--- config.mk ---
export PLATFORM = sky130hd
export DESIGN_NAME = debug_cfg_arbiter
export DESIGN_NICKNAME = d
export VERILOG_FILES = /design/src/rtl/debug_cfg_arbiter.sv
export SDC_FILE = /design/constraint.sdc
export NUM_CORES = 1
export LEC_CHECK = 0
export BUFFER_PORTS_ARGS = -buffer_cell sky130_fd_sc_hd__buf_2
export CAP_MARGIN = 0
export CORE_AREA = 8 8 102 104
export CTS_CLUSTER_DIAMETER = 50
export DETAILED_ROUTE_END_ITERATION = 10
export DIE_AREA = 0 0 110 112
export PLACE_DENSITY = 0.81
export SLEW_MARGIN = 20
export SYNTH_ARGS = -nofsm -noshare
export SYNTH_HDL_FRONTEND = slang
export SYNTH_SLANG_ARGS = --single-unit
--- constraint.sdc ---
create_clock -name clk -period 2.4 [get_ports clk]
set_clock_uncertainty 0.05 [all_clocks]
set_input_delay 0.24 -clock clk [delete_from_list [all_inputs] [get_ports clk]]
set_output_delay 0.24 -clock clk [all_outputs]
set_load 0.02 [all_outputs]
--- src/rtl/debug_cfg_arbiter.sv ---
// -----------------------------------------------------------------------------
// debug_cfg_arbiter
//   Arbitrates the debug unit's configuration port (DCP/Sel) between the SPI
//   security engine, the external debugger and the on-chip CPU. The owner
//   streams (index, data) writes; each legal write is serialised as a
//   header / data / gap triple on DCP. Illegal writes and idle grants set a
//   sticky per-requester error flag.
//
// Ports
//   clk        system clock
//   MRST       asynchronous active-high reset
//   req[2:0]   access request (0 = CPU, 1 = debugger, 2 = SPI)
//   wr_valid   per-requester write valid
//   wr_idx     per-requester 4-bit CFR index, requester i at [4i+3:4i]
//   wr_data    per-requester 32-bit data, requester i at [32i+31:32i]
//   wr_last    per-requester last-write-of-burst marker
//   gnt        one-hot grant
//   wr_ready   write accepted this cycle (owner only, in GRANT)
//   DCP        debug configuration port
//   Sel        owner code: 00 none, 01 CPU, 10 debugger, 11 SPI
//   busy       a grant is active
//   err        sticky per-requester error flags
//   clr_err    synchronous clear of err (a same-cycle set wins)
//   wcount     wrapping count of writes issued on DCP
// -----------------------------------------------------------------------------

// Per-requester slice: ready decode and sticky error flag.
module debug_cfg_lane (
   input  logic clk,
   input  logic MRST,
   input  logic i_own,       // this lane holds the grant
   input  logic i_in_grant,  // FSM is in GRANT
   input  logic i_err_evt,   // error event for the current owner
   input  logic i_clr_err,
   output logic o_wr_ready,
   output logic o_err
);
   logic r_err;

   assign o_wr_ready = i_own & i_in_grant;
   assign o_err      = r_err;

   always_ff @(posedge clk or posedge MRST) begin
      if (MRST)                    r_err <= 1'b0;
      else if (i_err_evt && i_own) r_err <= 1'b1;   // set wins over clear
      else if (i_clr_err)          r_err <= 1'b0;
   end
endmodule

module debug_cfg_arbiter #(
   parameter int NCFR    = 10,
   parameter int TIMEOUT = 16
) (
   input  logic        clk,
   input  logic        MRST,
   input  logic [2:0]  req,
   input  logic [2:0]  wr_valid,
   input  logic [11:0] wr_idx,
   input  logic [95:0] wr_data,
   input  logic [2:0]  wr_last,
   output logic [2:0]  gnt,
   output logic [2:0]  wr_ready,
   output logic [31:0] DCP,
   output logic [1:0]  Sel,
   output logic        busy,
   output logic [2:0]  err,
   input  logic        clr_err,
   output logic [15:0] wcount
);
   localparam int NREQ = 3;
   localparam int CW   = $clog2(TIMEOUT + 1);
   localparam logic [4:0]    NCFR_L   = 5'(NCFR);
   localparam logic [CW-1:0] ICNT_MAX = CW'(TIMEOUT - 1);

   localparam logic [2:0] S_IDLE  = 3'd0;
   localparam logic [2:0] S_GRANT = 3'd1;
   localparam logic [2:0] S_HDR   = 3'd2;
   localparam logic [2:0] S_DATA  = 3'd3;
   localparam logic [2:0] S_GAP   = 3'd4;
   localparam logic [2:0] S_REL   = 3'd5;

   logic [2:0]    r_state, w_next;
   logic [1:0]    r_owner;
   logic [2:0]    r_gnt;
   logic [1:0]    r_sel;
   logic          r_busy;
   logic [3:0]    r_idx;
   logic [31:0]   r_data;
   logic          r_last;
   logic [CW-1:0] r_icnt;
   logic [15:0]   r_wcount;

   // Owner-selected request lane
   logic        w_req, w_valid, w_last;
   logic [3:0]  w_idx;
   logic [31:0] w_data;
   logic [1:0]  w_pick;
   logic        w_in_grant, w_hs, w_legal, w_timeout, w_drop, w_err_evt;

   always_comb begin
      w_req   = 1'b0;
      w_valid = 1'b0;
      w_last  = 1'b0;
      w_idx   = 4'd0;
      w_data  = 32'd0;
      case (r_owner)
         2'd0: begin
            w_req = req[0]; w_valid = wr_valid[0]; w_last = wr_last[0];
            w_idx = wr_idx[3:0];  w_data = wr_data[31:0];
         end
         2'd1: begin
            w_req = req[1]; w_valid = wr_valid[1]; w_last = wr_last[1];
            w_idx = wr_idx[7:4];  w_data = wr_data[63:32];
         end
         2'd2: begin
            w_req = req[2]; w_valid = wr_valid[2]; w_last = wr_last[2];
            w_idx = wr_idx[11:8]; w_data = wr_data[95:64];
         end
         default: ;
      endcase
   end

   // Fixed priority: SPI > debugger > CPU
   always_comb begin
      if (req[2])      w_pick = 2'd2;
      else if (req[1]) w_pick = 2'd1;
      else             w_pick = 2'd0;
   end

   assign w_in_grant = (r_state == S_GRANT);
   assign w_hs       = w_in_grant & w_valid;
   assign w_legal    = ({1'b0, w_idx} < NCFR_L) & ~w_data[31];
   assign w_drop     = w_in_grant & ~w_valid & ~w_req;
   // Counter holds the number of idle GRANT cycles already elapsed, so this
   // cycle is the TIMEOUT-th one when it equals TIMEOUT-1.
   assign w_timeout  = w_in_grant & ~w_valid & (r_icnt == ICNT_MAX);
   assign w_err_evt  = (w_hs & ~w_legal) | w_timeout;

   always_comb begin
      w_next = r_state;
      case (r_state)
         S_IDLE:  if (|req) w_next = S_GRANT;
         S_GRANT: begin
            if (w_valid) begin
               if (w_legal)     w_next = S_HDR;
               else if (w_last) w_next = S_REL;
            end else if (w_drop || w_timeout) begin
               w_next = S_REL;
            end
         end
         S_HDR:   w_next = S_DATA;
         S_DATA:  w_next = S_GAP;
         S_GAP:   w_next = r_last ? S_REL : S_GRANT;
         S_REL:   w_next = S_IDLE;
         default: w_next = S_IDLE;
      endcase
   end

   always_ff @(posedge clk or posedge MRST) begin
      if (MRST) begin
         r_state  <= S_IDLE;
         r_owner  <= 2'd0;
         r_gnt    <= 3'd0;
         r_sel    <= 2'd0;
         r_busy   <= 1'b0;
         r_idx    <= 4'd0;
         r_data   <= 32'd0;
         r_last   <= 1'b0;
         r_icnt   <= '0;
         r_wcount <= 16'd0;
      end else begin
         r_state <= w_next;

         if (r_state == S_IDLE && |req) begin
            r_owner <= w_pick;
            r_gnt   <= 3'b001 << w_pick;
            r_sel   <= w_pick + 2'd1;
            r_busy  <= 1'b1;
         end else if (w_next == S_REL) begin
            r_gnt  <= 3'd0;
            r_sel  <= 2'd0;
            r_busy <= 1'b0;
         end

         if (w_hs) begin
            r_idx  <= w_idx;
            r_data <= w_data;
            r_last <= w_last;
         end

         // Cleared on entry to GRANT and on every handshake
         if ((w_next == S_GRANT && !w_in_grant) || w_hs) r_icnt <= '0;
         else if (w_in_grant)                           r_icnt <= r_icnt + 1'b1;

         if (r_state == S_GAP) r_wcount <= r_wcount + 16'd1;
      end
   end

   for (genvar g = 0; g < NREQ; g++) begin : g_lane
      debug_cfg_lane u_lane (
         .clk        (clk),
         .MRST       (MRST),
         .i_own      (r_gnt[g]),
         .i_in_grant (w_in_grant),
         .i_err_evt  (w_err_evt),
         .i_clr_err  (clr_err),
         .o_wr_ready (wr_ready[g]),
         .o_err      (err[g])
      );
   end

   always_comb begin
      DCP = 32'd0;
      case (r_state)
         S_HDR:   DCP = {1'b1, 27'd0, r_idx};
         S_DATA:  DCP = r_data;
         default: DCP = 32'd0;
      endcase
   end

   assign gnt    = r_gnt;
   assign Sel    = r_sel;
   assign busy   = r_busy;
   assign wcount = r_wcount;
endmodule

# After elaboration in Yosys (flattened, before gate mapping)
# Cells that the tools add are included.
dict set report word_totals {
  reg_bits 72
  latchBits 0
  mem_bits_rw 0
  romBits 0
  in_bits 120
  out_inout_bits 60
  word_cells 84
  memories 0
}
dict set report op_classes {
  addsub 3
  multipliers 0
  div_mod_pow 0
  n_lt_le_gt_ge 1
  eq_ne 9
  shift 1
  mux 27
  bitwise 14
  reduce_logical 16
}
# cell n
set ops {}
lappend ops {{32-bit one-hot mux with 3 select lines} 1}
lappend ops {{32-bit one-hot mux with 2 select lines} 1}
lappend ops {{3-bit 2-to-1 mux} 8}
lappend ops {{16-bit by 1-bit adder with 16-bit output (second input constant)} 1}
lappend ops {{3-bit one-hot mux with 5 select lines} 1}
lappend ops {{4-bit one-hot mux with 3 select lines} 1}
lappend ops {{5-bit 2-to-1 mux} 2}
lappend ops {{2-bit nonzero test} 5}
lappend ops {{1-bit bitwise AND} 9}
lappend ops {{1-bit one-hot mux with 3 select lines} 3}
lappend ops {{1-bit 2-to-1 mux} 7}
lappend ops {{3-bit by 1-bit equality test with 1-bit output (second input constant)} 2}
lappend ops {{3-bit by 2-bit equality test with 1-bit output (second input constant)} 2}
lappend ops {{3-bit equality test (second input constant)} 2}
lappend ops {{2-bit 2-to-1 mux} 3}
lappend ops {{5-bit by 1-bit adder with 5-bit output (second input constant)} 1}
lappend ops {{5-bit by 4-bit equality test with 1-bit output (second input constant)} 1}
lappend ops {{1-bit logical AND} 5}
lappend ops {{4-bit less-than comparator (second input constant)} 1}
lappend ops {{1-bit NOT} 4}
lappend ops {{3-bit zero test} 1}
lappend ops {{3-bit OR reduction} 1}
lappend ops {{1-bit by 2-bit << shifter with 3-bit output (first input constant)} 1}
lappend ops {{2-bit by 1-bit adder with 2-bit output (second input constant)} 1}
lappend ops {{6 further kinds} 7}

# Logic depth before layout (Yosys ltp)
# Gate-level depths: netlist of run 1.
dict set report logic_depth {
  ltp_word 13
  depth_mapped 8
  ltp_nobuf 8
}

# Cells and area by module
# Synthesis of run 1 repeated with hierarchy kept, for this count alone.
dict set report unflattened {
  cells_unflattened 453
  hier_area_um2 4101.4
}
# mod n_inst cells_per_inst area_per_inst_um2 seq_area_each_um2
set by_module_without_submodules {}
lappend by_module_without_submodules {debug_cfg_arbiter 1 435 3947.5 1726.7}
lappend by_module_without_submodules {debug_cfg_lane 3 6 51.3 25.0}

# Worst setup path before layout of run 1
# Ideal clock, no wire load.
dict set report synth_timing {
  path_type {reg2reg}
  startpoint {register r_icnt[0]}
  endpoint {register r_state[2]}
  setup_time_ps 131
  t_arrival_ps 1708
  required_ps 2219
  path_slack_ps 510
  stages_incl_launch_ff 8
  n_path_buf 0
  synth_period_minus_slack_ps 1890
  cell_sequence {dfrtp_1 ha_1 and3_1 ha_1 nor2b_1 o21ai_0 nor4b_2 or3_1}
}
dict set report synth_via {
  elab_chain_len 6
}
# item line
set synth_rtl {}
lappend synth_rtl {{start: declaration} 90} ;# logic [CW-1:0] r_icnt;
lappend synth_rtl {{start signal: assignment} 193} ;# else if (w_in_grant) r_icnt <= r_icnt + 1'b1;
lappend synth_rtl {{5-bit by 4-bit equality test with 1-bit output} 136} ;# assign w_timeout = w_in_grant & ~w_valid & (r_icnt == ICNT_MAX);
lappend synth_rtl {{1-bit bitwise AND} 136}
lappend synth_rtl {{1-bit logical OR} 147} ;# end else if (w_drop || w_timeout) begin
lappend synth_rtl {{3-bit 2-to-1 mux} 147}
lappend synth_rtl {{3-bit 2-to-1 mux} 144} ;# if (w_valid) begin
lappend synth_rtl {{3-bit one-hot mux with 5 select lines} 141} ;# case (r_state)
lappend synth_rtl {{via w_next[2]} 82} ;# logic [2:0] r_state, w_next;
lappend synth_rtl {{end signal: assignment} 172} ;# r_state <= w_next;
lappend synth_rtl {{end: declaration} 82}
# The timed path passes the listed nets, and every way through them passes these cells.
# A chain may end at the register's enable or synchronous reset.

# Worst setup path in the final report of run 1
dict set report layout_timing {
  startpoint {register r_icnt[0]}
  endpoint {register r_sel[0] (netlist: Sel[0])}
}
dict set report layout_via {
  elab_chain_len 8
}
# item line
set layout_rtl {}
lappend layout_rtl {{5-bit by 4-bit equality test with 1-bit output} 136}
lappend layout_rtl {{1-bit bitwise AND} 136}
lappend layout_rtl {{1-bit logical OR} 147}
lappend layout_rtl {{3-bit 2-to-1 mux} 147}
lappend layout_rtl {{3-bit 2-to-1 mux} 144}
lappend layout_rtl {{3-bit one-hot mux with 5 select lines} 141}
lappend layout_rtl {{3-bit equality test} 179} ;# end else if (w_next == S_REL) begin
lappend layout_rtl {{2-bit nonzero test (no source line)} --}
lappend layout_rtl {{end signal: assignment} 177} ;# r_sel <= w_pick + 2'd1;
lappend layout_rtl {{end: declaration} 85} ;# logic [1:0] r_sel;
# No other way between the ends.

==> results.toml, run 1 <==
[run_status]
status = "finished clean"

[worst_setup_path]
r2r_end = "Sel[0]$_DFFE_PP0P_"
crit_start = "r_icnt[0]$_DFFE_PP0P_"
worstPathRequired_ns = 2.58
regToRegStartpoint = "r_icnt[0]$_DFFE_PP0P_"
arrival_ns = 2.41
reg2regPathDepth = 7
start_kind = "flop"
critPathKind = "reg -> reg"
setup.worst_path.end = "Sel[0]$_DFFE_PP0P_"
worstPathMaxFanout = 6
crit_path_end_kind = "flop"
r2r_setup_slack_ns = 0.17

[drt]
viasPerCell = 5.227
avgRoutedWirePerCell_um = 16.51
drt_iter0_drc = 164
post-route-drc-count = 0
ant_nets = 0
drt-pass1-iter-count = 4
wl_um = 12220
vias = 3868

[place]
portBuffers = 179
dp_hpwl_um = 9763
globalplace.congestion = 0.8818

[pwr]
swShare_pct = 44.86
powerDensity_nw_per_um2 = 1117
power.switching_mw = 2.651
ir_drop_mv = 0.4408
p_leak_nw = 2.721
p_int_mw = 3.258
pwr-share-comb_pct = 50.1
total_power_mw = 5.908
power.share.clock_pct = 15.2
seqPwrFrac_pct = 34.7

[final_layout]
area_growth_syn_to_layout_pct = 27.59
final_nets = 747
fill_cells = 797
n_antenna_cell = 0
drive_gt1_share_pct = 35.45

[logic_synthesis]
synth-edff-count = 0
syn_area_um2 = 4145
synth.area.top_cells = "dfrtp_1 (43%), mux2i_1 (9.2%), and2_1 (5.0%)"
ys_async_sr_fraction_pct = 100.0
yosysMostFrequentCell = "dfrtp_1"
syn-num-nets = 582
ys_seq_area_share_pct = 43.47
netlist_instances = 459
synthDistinctLibCells = 50
avgSynthCellArea_um2 = 9.031
synth_flop_cell = "dfrtp_1"
yosysTopAreaCellShare_pct = 43.47
yosys.area.top_type = "dfrtp_1"
ys_ff_latch = 72
ys_warn_count = 0
synthTopCellsByCount = "dfrtp_1 (72), nand2_1 (53), nor2_1 (45)"

[clock_network]
clock-root-buffer = "clkbuf_8"
insertion_delay_ns = 0.34
cts_made_buffers = 9
clockBufferDepth = 2
cts_tree = "built"
post_cts_buffers = 0
clkSinkCount = 72
cts.clk_slew.worst_paths_ns = 0.09
ctsHtreeMaxLevel = 3

[sta]
timing.final.crit_share_pct = 92.86
finalSetupViolations = 0
worst_pin_slew_ns = 0.5340
maxSlewHeadroom_pct = 64.19
tns_ns = 0
fmax_mhz = 448.7
drv_slew = 0
report.final.hold_viol_count = 0
fin_crit_ns = 2.229
rsz0062_at_grt = "no"

[hold_path]
min_path_type = "in -> reg"
holdPathStages = 3

[global_routing]
grt_overflow_total = 0
grt_pass1_vias = 4192
grt.total_usage_pct = 20.17
antenna_found_initial = 0
grt_pass1_wl_um = 19940
grt_max_degree = 61

[die]
fp.coreArea_um2 = 8890
dieWidth_um = 110
num_rows = 35
fp.dieH_um = 112
die-area_um2 = 12320
start_util_pct = 46.63
io_pins = 180

[run]
drv_cap = 0
what timing repair did:
action                                  4_1_cts  5_1_grt
hold endpoints to repair                      9        0
gates resized for setup                       0        1
endpoints found under the setup margin        0        1
hold buffers                                  1        0
routing by layer:
| layer | share of wire [%] | global-route usage, % | up-vias |
|---|---|---|---|
| li1 | - | - | 1905 |
| met1 | 39 | 22.07 | 1801 |
| met2 | 52 | 35.67 | 141 |
| met3 | 7.5 | 5.893 | 21 |
| met4 | 2.0 | 6.757 | 0 |
| met5 | 0 | 0 | - |
stage by stage:
step	util [%]	hold slack (ns)	instance area, um^2	cells	worst slack (ns)
after floorplan	-	0.3137	4145	459	0.2851
after global placement	57.24	0.1262	5089	723	0.3907
after detailed placement	57.24	0.1224	5089	723	0.2959
after CTS	59.39	0.09801	5280	740	0.1991
after global routing	59.49	0.1094	5289	740	0.04813
final	59.49	0.1070	5289	740	0.1714
worst max-delay path, stage by stage, from the launching register on:
cell and delay [ns]:
dfrtp_1 0.43, ha_1 0.26, and3_1 0.19, ha_1 0.21, nor3_1 0.36, nand2b_1 0.18, o31ai_2 0.11, o32ai_1 0.32
cell usage in the layout (no fill, tap or decap), types with 6 or more instances in the layout:
master / netlist / final
nand3_1: 10 / 10
buf_4: 10 / 8
mux2i_1: 38 / 38
a21oi_1: 36 / 36
o21ai_1: 20 / 20
buf_2: 8 / 179
and2_1: 33 / 33
clkbuf_8: 0 / 10
nand2_1: 53 / 53
dfrtp_1: 72 / 70
nor3_1: 6 / 6
nor2_1: 45 / 44
xnor2_1: 13 / 13
o21ai_0: 23 / 23
inv_1: 8 / 7
area by class of cell:
cell class / count / area (um^2) / area share [%]
Clock buffer: 10 / 137.6 / 2.602
Clock inverter: 6 / 43.79 / 0.8280
Inverter: 8 / 30.03 / 0.5678
Multi-Input combinational cell: 344 / 2148 / 40.62
Sequential cell: 72 / 1804 / 34.11
Tap cell: 111 / 138.9 / 2.626
Timing Repair Buffer: 189 / 985.9 / 18.64
power by group through the flow:
stage | clock [mW] | sequential, mW | combinational (mW)
floorplan | 0 | 1.95 | 2.31
detailed placement | 0 | 2.07 | 2.95
CTS | 0.909 | 2.05 | 2.97
global route | 0.959 | 2.11 | 3.31
global placement | 0 | 2.04 | 2.88
finish | 0.896 | 2.05 | 2.96
state kept, by name, summed over array words and instances, names as in the netlist:
name                 count
r_idx                    4
Sel                      2
g_lane.u_lane.o_err      3
r_data                  32
busy                     1
gnt                      3
r_owner                  2
r_last                   1
r_state                  3
wcount                  16
r_icnt                   5
kinds of logic (layout without fill, tap and decap cells):
family,after synthesis,after routing,synth area share [%]
adders and majority gates,4,4,1.147
xor gates and xnor gates,15,15,3.169
DFF,72,72,43.47
and+or+nand+nor,174,174,20.50
AOI/OAI and AO/OA,107,107,15.61
muxes,44,44,11.08
buffers and inverters,43,213,5.041
worst min-delay path by stage:
| stage | end | start |
|---|---|---|
| CTS | r_data[18]$_DFFE_PP0P_ | wr_data[50] |
| finish | r_data[18]$_DFFE_PP0P_ | wr_data[50] |
| floorplan | r_owner[1]$_DFFE_PP0P_ | req[2] |
| global route | r_data[18]$_DFFE_PP0P_ | wr_data[50] |
| global placement | r_data[27]$_DFFE_PP0P_ | MRST |
| detailed placement | r_data[27]$_DFFE_PP0P_ | MRST |
(Power assumes the default switching activity.)
==> run 2, diff against run 1 <==
==> config.mk (replaced) <==
export PLATFORM = sky130hd
export DESIGN_NAME = debug_cfg_arbiter
export DESIGN_NICKNAME = d
export VERILOG_FILES = /design/src/rtl/debug_cfg_arbiter.sv
export SDC_FILE = /design/constraint.sdc
export NUM_CORES = 1
export LEC_CHECK = 0
export CAP_MARGIN = 0
export CORE_AREA = 8 8 93 95
export CTS_CLUSTER_DIAMETER = 50
export DETAILED_ROUTE_END_ITERATION = 10
export DIE_AREA = 0 0 101 103
export DONT_BUFFER_PORTS = 1
export PLACE_DENSITY = 0.75
export SLEW_MARGIN = 20
export SYNTH_ARGS = -nofsm -noshare
export SYNTH_HDL_FRONTEND = slang
export SYNTH_SLANG_ARGS = --single-unit
==> run 2 against run 1 <==
Net effect:
- core utilization rose by 2.2 points
- first-iteration DRC count fell by 30%
- power fell by 3.6%
- setup slack improved by 0.029 ns
- combinational power fell by 12%
- routed wire length fell by 12%
- sequential cell count did not move
- die area fell by 16%
- non-clock buffer count fell by 178
- final cell count fell by 26%
- maximum frequency rose by 1.3%
- sequential share of layout area rose by 6.9 points
- largest cell class unchanged
==> results.toml, run 2 (synthesis gave the netlist of run 1 again) <==
[worst_setup_path]
r2r_end = "r_icnt[3]$_DFFE_PP0P_"
setup.worst_path.end = "r_icnt[3]$_DFFE_PP0P_"
regToRegStartpoint = "r_icnt[0]$_DFFE_PP0P_"
critPathKind = "reg -> reg"
reg2regPathDepth = 8
arrival_ns = 2.40
r2r_setup_slack_ns = 0.20
crit_path_end_kind = "flop"
crit_start = "r_icnt[0]$_DFFE_PP0P_"
worstPathRequired_ns = 2.60
start_kind = "flop"
worstPathMaxFanout = 5

[clock_network]
post_cts_buffers = 0
clockBufferDepth = 2
ctsHtreeMaxLevel = 3
cts_made_buffers = 9
cts_tree = "built"
insertion_delay_ns = 0.33
clock-root-buffer = "clkbuf_8"
clkSinkCount = 72
cts.clk_slew.worst_paths_ns = 0.08

[sta]
fin_crit_ns = 2.200
timing.final.crit_share_pct = 91.66
rsz0062_at_grt = "no"
fmax_mhz = 454.6
drv_slew = 0
tns_ns = 0
worst_pin_slew_ns = 0.5832
report.final.hold_viol_count = 0
finalSetupViolations = 0
maxSlewHeadroom_pct = 61.24

[final_layout]
top_register = "r_data"
final_cell_mix = "dfrtp_1 (70), nand2_1 (53), nor2_1 (44)"
final_nets = 569
largest_reg_flops = 32
fill_cells = 639
n_antenna_cell = 0
final_common_cell = "dfrtp_1"
area_growth_syn_to_layout_pct = 6.188
drive_gt1_share_pct = 9.978

[run_status]
status = "finished clean"

[pwr]
powerDensity_nw_per_um2 = 1293
ir_drop_mv = 0.5408
p_leak_nw = 1.937
total_power_mw = 5.693

[place]
globalplace.congestion = 0.8539
dp_hpwl_um = 8218
portBuffers = 0

[drt]
viasPerCell = 5.849
vias = 3217
drt_iter0_drc = 114
ant_nets = 0
wl_um = 10720
drt-pass1-iter-count = 4
avgRoutedWirePerCell_um = 19.49
post-route-drc-count = 0

[die]
fp.coreArea_um2 = 7137
dieWidth_um = 101
io_pins = 180
fp.dieH_um = 103
num_rows = 31
start_util_pct = 58.08
die-area_um2 = 10400

[hold_path]
min_from = "req[2]"
min_path_type = "in -> reg"

[global_routing]
antenna_found_initial = 0
grt_overflow_total = 0
grt_max_degree = 73
grt_pass1_wl_um = 16730
grt.total_usage_pct = 20.58
grt_pass1_vias = 3376

[run]
drv_cap = 0
run 2: cell types whose count changed in the layout (fill, tap and decap cells not counted):
cell and change:
nor4b_2 +1, clkinv_2 +1, buf_12 +1, clkbuf_8 -1, buf_2 -179, clkinv_4 -1, nor4b_4 -1, bufinv_16 +1
run 2: per-layer routing:
metal | part of all wire [%] | GRT usage [%] | vias up
li1 | - | - | 1550
met1 | 39 | 23.30 | 1501
met2 | 50 | 34.74 | 152
met3 | 9.2 | 7.292 | 14
met4 | 1.8 | 8.362 | 0
met5 | 0 | 0 | -
run 2: report_power, final:
group	switching, mW	internal [mW]	total (mW)
clock	0.469	0.480	0.949
sequential	0.476	1.67	2.14
combinational	1.59	1.01	2.60
run 2: area by class of cell:
cell class	count	area [um^2]	share of cell area, %
inverters	8	30.03	0.6822
multi-input cells	344	2140	48.61
repair buffers	11	110.1	2.501
flip-flops and latches	72	1804	40.99
clock inverters	7	70.07	1.592
clock buffers	9	123.9	2.814
well taps	99	123.9	2.814
run 2: critical path: stages (launching register included):
cell	delay, ns
dfrtp_1	0.41
ha_1	0.22
and3_1	0.17
ha_1	0.20
nor2b_1	0.06
o21ai_0	0.20
nor4b_2	0.42
nor2_1	0.16
a32oi_1	0.23
run 2: worst min path at each step:
stage                     depth (start not counted)  slack (ns)                      to
after floorplan                                   2        0.31  r_owner[1]$_DFFE_PP0P_
after global placement                            2        0.19  r_data[27]$_DFFE_PP0P_
after detailed placement                          2        0.19  r_data[27]$_DFFE_PP0P_
after CTS                                         2       0.005      gnt[2]$_DFFE_PP0P_
after global routing                              2        0.03      gnt[2]$_DFFE_PP0P_
final                                             2        0.02      gnt[2]$_DFFE_PP0P_
run 2: metrics by stage:
step                hold WS, ns  instances  worst slack, ns  util [%]  area [um^2]
finish                  0.01584        550           0.2001     61.68         4402
global route            0.02819        550          0.07844     61.68         4402
CTS                    0.005271        550           0.2457     61.68         4402
detailed placement       0.1925        533           0.2470     58.82         4198
global placement         0.1908        533           0.3847     58.82         4198
floorplan                0.3137        459           0.2851         -         4145
run 2: repair_timing:
item | CTS | global route
resized for setup | 0 | 0
endpoints found under the hold margin | 72 | 0
hold buffers | 1 | 0
==> run 3, diff against run 2 <==
--- a/config.mk
+++ b/config.mk
@@ -6,12 +6,13 @@
 export NUM_CORES = 1
 export LEC_CHECK = 0
 export CAP_MARGIN = 0
-export CORE_AREA = 8 8 93 95
+export CORE_AREA = 8 8 125 127
 export CTS_CLUSTER_DIAMETER = 50
 export DETAILED_ROUTE_END_ITERATION = 10
-export DIE_AREA = 0 0 101 103
+export DIE_AREA = 0 0 133 135
 export DONT_BUFFER_PORTS = 1
-export PLACE_DENSITY = 0.75
+export GPL_ROUTABILITY_DRIVEN = 0
+export PLACE_DENSITY = 0.45
 export SLEW_MARGIN = 20
 export SYNTH_ARGS = -nofsm -noshare
 export SYNTH_HDL_FRONTEND = slang
==> run 3 against run 2 <==
Net effect:
- global-route usage fell by 6.6 points
- core utilization decreased by 28 points
- critical path depth unchanged
- design area increased by 4.8%
- non-clock buffer count up 1
- final cell count rose by 15%
- setup slack gained 0.017 ns
- critical endpoint unchanged
- highest routed layer unchanged
==> results.toml, run 3 (synthesis gave the netlist of run 1 again) <==
[run_status]
status = "finished clean"

[final_layout]
drive_gt1_share_pct = 9.735
largest_reg_flops = 32
final_common_cell = "dfrtp_1"
final_cell_mix = "dfrtp_1 (70), nand2_1 (53), nor2_1 (44)"
final_nets = 570
area_growth_syn_to_layout_pct = 11.26
n_antenna_cell = 0
fill_cells = 1437
final_cells = 632
top_register = "r_data"

[drt]
ant_nets = 0
post-route-drc-count = 0
wl_um = 12390
drt-pass1-iter-count = 4
vias = 3189
drt_iter0_drc = 118
avgRoutedWirePerCell_um = 19.60
viasPerCell = 5.046

[worst_setup_path]
worstPathCellList = "ha_1 -> and3_1 -> ha_1 -> nor2b_1 -> o21ai_0 -> nor4b_2 -> nor2_1 -> a32oi_1"
r2r_setup_slack_ns = 0.22
crit_path_end_kind = "flop"
critPathTopFamily = "simple AND/OR/NAND/NOR gates"
arrival_ns = 2.38
crit_path_frequent_cell = "ha_1"
critPathSlowestCell = "dfrtp_1"
start_kind = "flop"
max_stage_delay_ns = 0.41
worstPathRequired_ns = 2.60
path_buf_inv = 0
worstPathMaxFanout = 5
critPathKind = "reg -> reg"

[hold_path]
min_path_type = "in -> reg"

[sta]
final.setup.worst_slack_ns = 0.2173
drv_slew = 0
tns_ns = 0
rsz0062_at_grt = "no"
timing.final.crit_share_pct = 90.95
finalSetupViolations = 0
worst_pin_slew_ns = 0.6630
report.final.hold_viol_count = 0
maxSlewHeadroom_pct = 55.75
fin_crit_ns = 2.183
fmax_mhz = 458.1

[global_routing]
grt.total_usage_pct = 13.97
grt_pass1_vias = 3432
grt_overflow_total = 0
grt_pass1_wl_um = 19380
grt_max_degree = 52
antenna_found_initial = 0

[pwr]
powerDensity_nw_per_um2 = 1342
p_leak_nw = 1.990
ir_drop_mv = 0.3634

[clock_network]
cts.clk_slew.worst_paths_ns = 0.06
cts_tree = "built"
insertion_delay_ns = 0.33
ctsHtreeMaxLevel = 3
clockBufferDepth = 2
post_cts_buffers = 0
clock-root-buffer = "clkbuf_16"
clkSinkCount = 72
cts_made_buffers = 9

[die]
die-area_um2 = 17960
fp.dieH_um = 135
dieWidth_um = 133
num_rows = 43
fp.coreArea_um2 = 13610
io_pins = 180
start_util_pct = 30.45

[place]
portBuffers = 0
placedCellCount = 614
dp_hpwl_um = 9560
dp_slack_ns = 0.1498

[run]
drv_cap = 0
==> run 3: cell count changes in the layout (fill, tap and decap cells not counted), sizes merged <==
| cell | change |
|---|---|
| clkbuf | +2 |
| dlygate4sd3 | +1 |
| inv | -2 |
==> run 3: cell type report <==
| type | instances | area (um^2) | share of cell area [%] |
|---|---|---|---|
| Clock inverter | 5 | 56.30 | 1.221 |
| Tap cell | 180 | 225.2 | 4.883 |
| Multi-Input combinational cell | 344 | 2145 | 46.50 |
| Inverter | 8 | 31.28 | 0.6782 |
| Timing Repair Buffer | 12 | 107.6 | 2.333 |
| Sequential cell | 72 | 1804 | 39.12 |
| Clock buffer | 11 | 242.7 | 5.263 |
==> run 3: power by group <==
part | internal (mW) | switching (mW) | total [mW] | leakage [nW]
Combinational | 1.00 | 1.63 | 2.64 | 0.918
Sequential | 1.67 | 0.532 | 2.20 | 0.926
Clock | 0.831 | 0.518 | 1.35 | 0.145
Total | 3.51 | 2.68 | 6.19 | 1.99
==> run 3: stage by stage <==
stage	hold slack [ns]	power, mW	area, um^2	utilization [%]
2_1_floorplan	0.3137	4.263	4145	-
3_3_place_gp	0.1908	4.849	4288	31.50
3_5_place_dp	0.1966	4.921	4288	31.50
4_1_cts	0.02291	6.306	4607	33.85
5_1_grt	0.04184	6.726	4612	33.88
6_report	0.03770	6.190	4612	33.88
==> run 3: final timing paths <==
kind	from	endpoint	cells after the start
min in group asynchronous	MRST	r_data[27]$_DFFE_PP0P_	2
min reg2reg	r_data[24]$_DFFE_PP0P_	r_data[24]$_DFFE_PP0P_	2
min	wr_data[86]	r_data[22]$_DFFE_PP0P_	2
max in group asynchronous	MRST	r_data[19]$_DFFE_PP0P_	3
max	r_icnt[0]$_DFFE_PP0P_	r_icnt[3]$_DFFE_PP0P_	8
max reg2reg	r_icnt[0]$_DFFE_PP0P_	r_icnt[3]$_DFFE_PP0P_	8
==> run 3: timing repair <==
| action | in CTS | in global routing |
|---|---|---|
| hold buffers | 2 | 0 |
| endpoints found under the hold margin | 35 | 0 |
| setup endpoints to repair | 0 | 6 |
| gates resized for setup | 0 | 1 |
==> run 3: metal layers <==
metal  GRT usage [%]  routed length [um]  part of all wire, %  vias to the layer above
met4           5.489                 161                  1.3                        0
met2           23.10                6125                   49                      136
met3           5.646                1069                  8.6                       12
li1                -                   -                    -                     1555
met5               0                   0                    0                        -
met1           15.79                5031                   41                     1486
